## src/rtl/sdf_stage_ctrl.sv

```systemverilog
// Sequencer for one radix-2 single-path delay-feedback FFT stage: delay-line write,
// butterfly/bypass select, twiddle index and output framing for N = 2**LAYER samples.
//
// state | meaning
// IDLE  | no frame open; only a start sample opens one
// FILL  | first half of a frame enters the delay line; previous frame's differences leave
// BFLY  | second half; butterfly emits sums, differences go into the delay line
// DRAIN | no frame followed; flush the pending differences without new input
`timescale 1ns/1ps
module sdf_stage_ctrl #(
    parameter int LAYER = 4
) (
    input  logic             clk,
    input  logic             rst,
    input  logic             in_valid,
    input  logic             in_start,
    output logic             in_ready,
    output logic             dly_wea,
    output logic             bfly_sel,
    output logic [LAYER-2:0] tw_addr,
    output logic             out_valid,
    output logic             out_first,
    output logic             out_last,
    output logic             err
);
    localparam int N = 1 << LAYER;
    localparam int H = N / 2;
    localparam logic [LAYER-1:0] CNT_ONE  = LAYER'(1);
    localparam logic [LAYER-1:0] CNT_HALF = LAYER'(H);
    localparam logic [LAYER-1:0] CNT_HM1  = LAYER'(H - 1);
    localparam logic [LAYER-1:0] CNT_MAX  = LAYER'(N - 1);

    typedef enum logic [1:0] {IDLE, FILL, BFLY, DRAIN} state_t;

    state_t           state_q;
    logic [LAYER-1:0] cnt_q;
    logic             pend_q;
    logic             in_ready_q;
    logic             out_valid_q;
    logic             out_first_q;
    logic             out_last_q;
    logic             err_q;

    logic accept;
    logic in_frame;
    logic at_boundary;
    logic boundary_drop;
    logic idle_drop;
    logic start_step;
    logic restart;
    logic norm_step;
    logic drain_step;
    logic pend_step;

    assign accept        = in_valid & in_ready_q;
    assign in_frame      = (state_q == FILL) | (state_q == BFLY);
    // Index 0 of the next frame: the previous frame's differences are still queued.
    assign at_boundary   = (state_q == FILL) & (cnt_q == '0) & pend_q;
    assign boundary_drop = at_boundary & accept & ~in_start;
    assign idle_drop     = (state_q == IDLE) & accept & ~in_start;
    assign start_step    = (state_q == IDLE) & accept & in_start;
    assign restart       = in_frame & accept & in_start & (cnt_q != '0);
    assign norm_step     = in_frame & accept & ~restart & ~boundary_drop;
    assign drain_step    = (state_q == DRAIN);
    assign pend_step     = pend_q & (drain_step | (norm_step & (state_q == FILL)));

    assign dly_wea   = start_step | restart | norm_step | drain_step;
    assign bfly_sel  = norm_step & (state_q == BFLY);
    assign tw_addr   = pend_step ? cnt_q[LAYER-2:0] : '0;

    assign in_ready  = in_ready_q;
    assign out_valid = out_valid_q;
    assign out_first = out_first_q;
    assign out_last  = out_last_q;
    assign err       = err_q;

    always_ff @(posedge clk or negedge rst) begin
        if (!rst) begin
            state_q     <= IDLE;
            cnt_q       <= '0;
            pend_q      <= 1'b0;
            in_ready_q  <= 1'b1;
            out_valid_q <= 1'b0;
            out_first_q <= 1'b0;
            out_last_q  <= 1'b0;
            err_q       <= 1'b0;
        end else begin
            in_ready_q  <= (state_q != DRAIN);
            out_valid_q <= pend_step | bfly_sel;
            out_first_q <= bfly_sel & (cnt_q == CNT_HALF);
            out_last_q  <= pend_step & (cnt_q == CNT_HM1);
            err_q       <= idle_drop | boundary_drop | restart;

            case (state_q)
                IDLE: begin
                    if (start_step) begin
                        state_q <= FILL;
                        cnt_q   <= CNT_ONE;
                    end
                end
                FILL, BFLY: begin
                    if (restart) begin
                        state_q <= FILL;
                        cnt_q   <= CNT_ONE;
                        pend_q  <= 1'b0;
                    end else if (at_boundary && !(accept && in_start)) begin
                        state_q <= DRAIN;
                    end else if (norm_step) begin
                        cnt_q <= cnt_q + CNT_ONE;
                        if (pend_step && cnt_q == CNT_HM1) begin
                            pend_q <= 1'b0;
                        end
                        if (state_q == FILL && cnt_q == CNT_HM1) begin
                            state_q <= BFLY;
                        end
                        if (state_q == BFLY && cnt_q == CNT_MAX) begin
                            state_q <= FILL;
                            pend_q  <= 1'b1;
                        end
                    end
                end
                DRAIN: begin
                    if (cnt_q == CNT_HM1) begin
                        state_q <= IDLE;
                        cnt_q   <= '0;
                        pend_q  <= 1'b0;
                    end else begin
                        cnt_q <= cnt_q + CNT_ONE;
                    end
                end
                default: state_q <= IDLE;
            endcase
        end
    end
endmodule

```

## config.mk

```make
export PLATFORM = sky130hd
export DESIGN_NAME = sdf_stage_ctrl
export DESIGN_NICKNAME = d
export VERILOG_FILES = /design/src/rtl/sdf_stage_ctrl.sv
export SDC_FILE = /design/constraint.sdc
export NUM_CORES = 1
export LEC_CHECK = 0
export CORE_ASPECT_RATIO = 0.7
export CORE_MARGIN = 4
export CORE_UTILIZATION = 40
export DETAILED_ROUTE_END_ITERATION = 16
export GPL_TIMING_DRIVEN = 0
export SLEW_MARGIN = 20
export SYNTH_ARGS = -nofsm -noshare
export SYNTH_HDL_FRONTEND = slang
export SYNTH_SLANG_ARGS = --single-unit
```

## constraint.sdc

```tcl
create_clock -name clk -period 2.7 [get_ports clk]
set_clock_uncertainty 0.05 [all_clocks]
set_input_delay 0.27 -clock clk [delete_from_list [all_inputs] [get_ports clk]]
set_output_delay 0.27 -clock clk [all_outputs]
set_load 0.01 [all_outputs]
```

## Word-level counts from Yosys, hierarchy flattened

Cells that the tools add are included.

- Bits in registers: 12
- Input port bits: 4
- Output and inout port bits: 10
- Logic and storage cells: 88

- $add $sub $neg: 1
- Equal/unequal tests: 14
- Multiplexer cells: 22
- Bitwise operators: 29
- Reductions and logical operators: 14

Operators with widths:

| kind | number |
|---|---|
| $mux 4 | 5 |
| $and 1x1->1 | 18 |
| $mux 2 | 7 |
| $pmux 4 s3 | 1 |
| $eq 4x4->1 const B | 2 |
| $ne 4x4->1 const B | 2 |
| $or 1x1->1 | 8 |
| $mux 1 | 6 |
| $ne 3x3->1 const B | 2 |
| $pmux 2 s3 | 1 |
| $logic_and 1x1->1 | 5 |
| $ne 5x5->1 const B | 1 |
| $reduce_and 5->1 | 1 |
| $add 4x1->4 const B | 1 |
| $eq 2x2->1 const B | 2 |
| $eq 4x3->1 const B | 1 |
| $logic_not 4->1 | 1 |
| $ne 2x2->1 const B | 2 |
| $reduce_and 4->1 | 1 |
| $reduce_bool 4->1 | 1 |
| $mux 3 | 1 |
| $not 1->1 | 3 |
| $reduce_and 3->1 | 1 |
| $eq 2x1->1 const B | 1 |
| other kinds (6) | 6 |

## Depth between registers and ports, before layout

- Depth in word-level cells: 18
- Depth in mapped cells: 7
- Gate-level depth less buffers: 7

## Worst setup path after synthesis

Ideal clock, no wire load.

- Kind: register to register
- Start point: register cnt_q[0]
- End point: register state_q[0]
- Setup time: 128 ps
- Arrival: 1833 ps
- Data required time: 2522 ps
- Path slack: 689 ps
- Stages on the path, launching flop included: 8
- Buffers on the path: 0
- Period minus slack after synthesis: 2011 ps
- Path through: dfrtp_1 > inv_1 > ha_1 > or3b_4 > nor2_1 > o211ai_1 > a21oi_1 > mux2_1

- Longest elaborated chain between the ends: 9
- Elaborated cells on any way between the ends: 25
- Classes of those cells: 5 x eq/ne; 5 x mux; 9 x bitwise; 6 x reduce/logical

RTL lines:

| what | RTL line | RTL |
|---|---|---|
| start: declaration | 36 | `logic [LAYER-1:0] cnt_q;` |
| start signal: assignment | 109 | `cnt_q <= cnt_q + CNT_ONE;` |
| start signal: assignment | 128 | `cnt_q <= cnt_q + CNT_ONE;` |
| $logic_not 4->1 | 58 | `assign at_boundary = (state_q == FILL) & (cnt_q == '0) & pend_q;` |
| $and 1x1->1 (2 in series) | 58 |  |
| $and 1x1->1 (2 in series) | 59 | `assign boundary_drop = at_boundary & accept & ~in_start;` |
| $not 1->1 | 63 | `assign norm_step = in_frame & accept & ~restart & ~boundary_drop;` |
| $and 1x1->1 | 63 |  |
| $ne 4x4->1 (no source line) | -- |  |
| $reduce_and 4->1 (no source line) | -- |  |
| end signal: assignment | 79 | `state_q <= IDLE;` |
| end signal: assignment | 97 | `state_q <= FILL;` |
| end signal: assignment | 103 | `state_q <= FILL;` |
| end: declaration | 35 | `state_t state_q;` |

Several ways; a longest one is shown, not always the timed one. The select of a mux whose other input is x is not followed.
A chain may end at the register's enable or synchronous reset.

## Worst setup path in the final report

- Start point: register cnt_q[0]
- End point: output port bfly_sel

- Longest elaborated chain between the ends: 8
- Elaborated cells on any way between the ends: 12
- Classes of those cells: 10 x bitwise; 2 x reduce/logical

RTL lines:

| what | RTL line | RTL |
|---|---|---|
| $logic_not 4->1 | 58 |  |
| $and 1x1->1 (2 in series) | 58 |  |
| $and 1x1->1 (2 in series) | 59 |  |
| $not 1->1 | 63 |  |
| $and 1x1->1 * | 63 |  |
| $and 1x1->1 * | 68 | `assign bfly_sel = norm_step & (state_q == BFLY);` |
| end: declaration | 19 | `output logic bfly_sel,` |

Mark *: on every way between the ends. The rest lies on a longest branch, timed or not.

==> summary.md <==
| Metric | Value |
|---|---|
| Outcome | finished, final reports clean |
| Crit path max-delay cell type | sky130_fd_sc_hd__dfrtp_1 |
| Hold_buf cts | 0 |
| Filler Cells Inserted | 187 |
| RR Startpoint | cnt_q[0] |
| Pin slew with the least headroom to its limit | 0.569 ns |
| Detailed Route WL | 2070 um |
| Int Pwr | 0.507 mW |
| Std-Cell Core Area | 1940 um2 |
| Post-route clock period utilization | 96.8% |
| Antenna violations before repair | 0 |
| Clk_lat worst skew | 0.28 ns |
| Synth cell types | 41 |
| Site row count | 13 |
| Average instance area after synthesis | 9.29 um2 |
| Kind of path behind the tightest hold check | in2async |
| Net switching power figure | 0.339 mW |
| Worst flop-to-flop path endpoint | state_q[0] |
| Worst ir drop on vdd | 428 uV |
| Global route total overflow | 0 |
| Max-cap viol count | 0 |
| Pwr dens | 780 nW/um2 |
| Vias in the first global route | 708 |
| Area fraction in compound gates after synthesis | 23.9% |
| Dpl hpwl | 1560 um |
| P_leak | 0.516 nW |
| Number of clock sinks seen by CTS | 12 |
| Cts bufs inserted | 3 |
| Pre-CTS setup slack | 0.0741 ns |
| Slew Limit Headroom | 61.8% |
| Clock slew at the register clock pins of the worst setup and hold paths | 0.08 ns |
| Number of enable flip-flop cells after synthesis | 0 |
| Fraction of the mapped netlist area in adder cells | 10.2% |
| Count of buffering cells on the critical path with inverters included | 2 |
| Post-synthesis sequential area ratio | 35.3% |
| Sw Share | 40.1% |
| DRC viols | 0 |
| Top-area cell type share of the netlist area | 32.2% |
| Die Area | 2950 um2 |
| Global-route wire length before repair | 3410 um |
| Vias/cell | 5.82 |
| Clock network fraction of design power | 14.2% |
| Number of nets with antenna violations after detailed routing | 0 |
| Post-Syn Instances | 92 |
| Maximum number of pins on one net before global-route repair | 13 |
| Final setup margin | 0.0852 ns |
| First DRT Iteration DRCs | 37 |
| I/O Pins | 14 |
| Highest Clock Rate | 0.382 GHz |
| Pwr Total | 0.846 mW |
| Synth Area in XOR/XNOR | 1.02% |
| Flop2flop setup slack | 0.44 ns |
| Global placement routability congestion | 0.875 |
| Critical path data arrival time | 2.29 ns |
| Layout-stage area growth over the synthesis result | 26.8% |
| Number of buffers on the longest clock path | 2 |
| Root Buffer | sky130_fd_sc_hd__clkbuf_4 |
| Slowest Stage Delay on Critical Path | 0.42 ns |
| Main combinational cell family by area after synthesis | compound AO/OA/AOI/OAI gates |
| Post-layout minimum cycle time | 2.61 ns |
| Fin. max-slew vios | 0 |
| Synth Register Bits | 12 |
| Delay-heaviest family, CP | simple AND/OR/NAND/NOR gates |
| CP cell instances | inv_1, ha_1, or3b_4, or3_4, and4_1, dlygate4sd2_1 |
| Final setup violation count | 0 |
| Number of input and output port buffers inserted | 13 |
| Sequential cell fraction of total power | 26.9% |
| Category of the most critical setup path | reg2out |
| Part of the total power dissipated in combinational logic | 58.9% |
| Total number of yosys warnings | 0 |
| Total track usage | 15.5% |
| Most instantiated flip-flop cell in the synthesis netlist | sky130_fd_sc_hd__dfrtp_1 |
| Total via count after detailed routing | 786 |
| Final count of hold timing violations | 0 |
| Die boundary height | 46.7 um |
| Startpoint Class | flop |
| Net count of the finished layout | 125 |
| Number of H-tree levels | 1 |
| Synth async-reset ratio | 100% |
| Antenna diodes | 0 |
| Fraction of final layout cells with drive strength greater than 1 | 15.9% |
| Worst Path Max Fanout | 5 |
| Mux cell area share after synthesis | 1.32% |
| Syn Nets | 103 |
| Cell types occupying the most area after synthesis | sky130_fd_sc_hd__dfrtp_1, sky130_fd_sc_hd__ha_1, sky130_fd_sc_hd__o21ai_0, sky130_fd_sc_hd__inv_1, sky130_fd_sc_hd__dfstp_2 |
| Clock tree from TritonCTS | built |
| Top cell type by total area after synthesis | sky130_fd_sc_hd__dfrtp_1 |
| Worst Reg-to-Reg Cells | 7 |
| Post-detailed-route wirelength per cell | 15.3 um |
| Starting density of the core | 44.1% |
| Critical Path RT | 2.38 ns |
| First-pass DRT Iterations | 4 |
| Simple-Gate Fraction of Synth Area | 23.4% |
| Crit. End Element | output port |
| Mapped cell area | 855 um2 |
| Width of the die | 63.2 um |
worst max-delay path by stage:
| stage | from | endpoint | cells past startpoint |
|---|---|---|---|
| after global routing | cnt_q[0] | dly_wea | 7 |
| final | cnt_q[0] | bfly_sel | 6 |
| after CTS | cnt_q[0] | bfly_sel | 6 |
| after detailed placement | state_q[0] | tw_addr[1] | 8 |
| after global placement | state_q[0] | tw_addr[0] | 8 |
| after floorplan | cnt_q[0] | state_q[0] | 7 |
per-layer routing:
layer  GRT usage [%]  vias to the layer above  wire length, um
li1                -                      378                -
met1            20.9                      370             1060
met2            23.7                       34              807
met3            5.85                        4              186
met4            3.86                        0               17
met5               0                        -                0
power by group through the flow:
| stage | sequential, mW | combinational (mW) | clock, mW |
|---|---|---|---|
| after floorplan | 0.233 | 0.315 | 0 |
| after global placement | 0.235 | 0.416 | 0 |
| after detailed placement | 0.238 | 0.415 | 0 |
| after CTS | 0.229 | 0.461 | 0.124 |
| after global routing | 0.229 | 0.543 | 0.133 |
| final | 0.227 | 0.498 | 0.120 |
cells by family (layout without fill, tap and decap cells):
family                   after synthesis  in the layout
AND/OR/NAND/NOR                       34             34
adder cells (fa/ha/maj)                7              7
AO/OA/AOI/OAI                         28             28
XOR/XNOR                               1              1
multiplexers                           1              1
flip-flops                            12             12
buffers and inverters                  9             30
timing repair:
item                                    in CTS  in global routing
endpoints found under the setup margin       5                  2
resized for setup                            9                  0
setup buffers                                1                  3
cloned                                       0                  0
pin swaps                                    0                  0
cells in the final DEF (no fill, tap or decap), drive strengths merged, types with 2 or more instances in the layout:
cell type,Yosys,layout
a211oi,2,2
a21oi,5,5
dlygate4sd2,0,5
inv,8,8
dfrtp,11,11
a31oi,2,2
a32o,2,2
a21bo,2,2
nand3,3,3
clkbuf,0,4
nor2,7,7
ha,7,7
o21ai,7,7
clkdlybuf4s50,0,8
and2,4,4
buf,1,5
nand2,6,6
state kept, by name, indices dropped and copies added (netlist names):
signal / cells
state_q: 2
in_ready: 1
out_last: 1
out_valid: 1
err: 1
pend_q: 1
out_first: 1
cnt_q: 4
area by class of cell:
class	count	area [um2]	area share, %
Tap cell	22	27.5	2.54
Multi-Input combinational cell	71	533	49.2
Buffer	1	11.3	1.04
Timing Repair Buffer	17	154	14.2
Sequential cell	12	302	27.8
Clock buffer	4	26.3	2.42
Inverter	8	30.0	2.77
worst reg2reg max path, cell delays in order, from the launching register on:
cell,delay (ns)
sky130_fd_sc_hd__dfrtp_1,0.42
sky130_fd_sc_hd__inv_1,0.07
sky130_fd_sc_hd__ha_1,0.18
sky130_fd_sc_hd__or3b_4,0.39
sky130_fd_sc_hd__nor2_1,0.29
sky130_fd_sc_hd__o211ai_1,0.20
sky130_fd_sc_hd__a21oi_1,0.22
sky130_fd_sc_hd__mux2_1,0.34
cell usage after synthesis (all sizes together) (2+ instances only):
cell	instances
ha	7
a21bo	2
a211oi	2
nor2	7
a21oi	5
a32o	2
and2	4
nand2	6
o21ai	7
inv	8
dfrtp	11
a31oi	2
nand3	3
through the flow:
| step | area (um2) | std cells | hold slack [ns] | TNS, ns | util (%) |
|---|---|---|---|---|---|
| global placement | 1010 | 127 | 0.503 | 0 | 52.3 |
| global route | 1080 | 135 | 0.348 | -0.00345 | 56.0 |
| floorplan | 855 | 92 | -0.0756 | 0 | - |
| CTS | 1060 | 132 | 0.317 | 0 | 54.8 |
| detailed placement | 1010 | 127 | 0.501 | 0 | 52.3 |
| finish | 1080 | 135 | 0.287 | 0 | 56.0 |
Power figures use the tool's default switching activity.
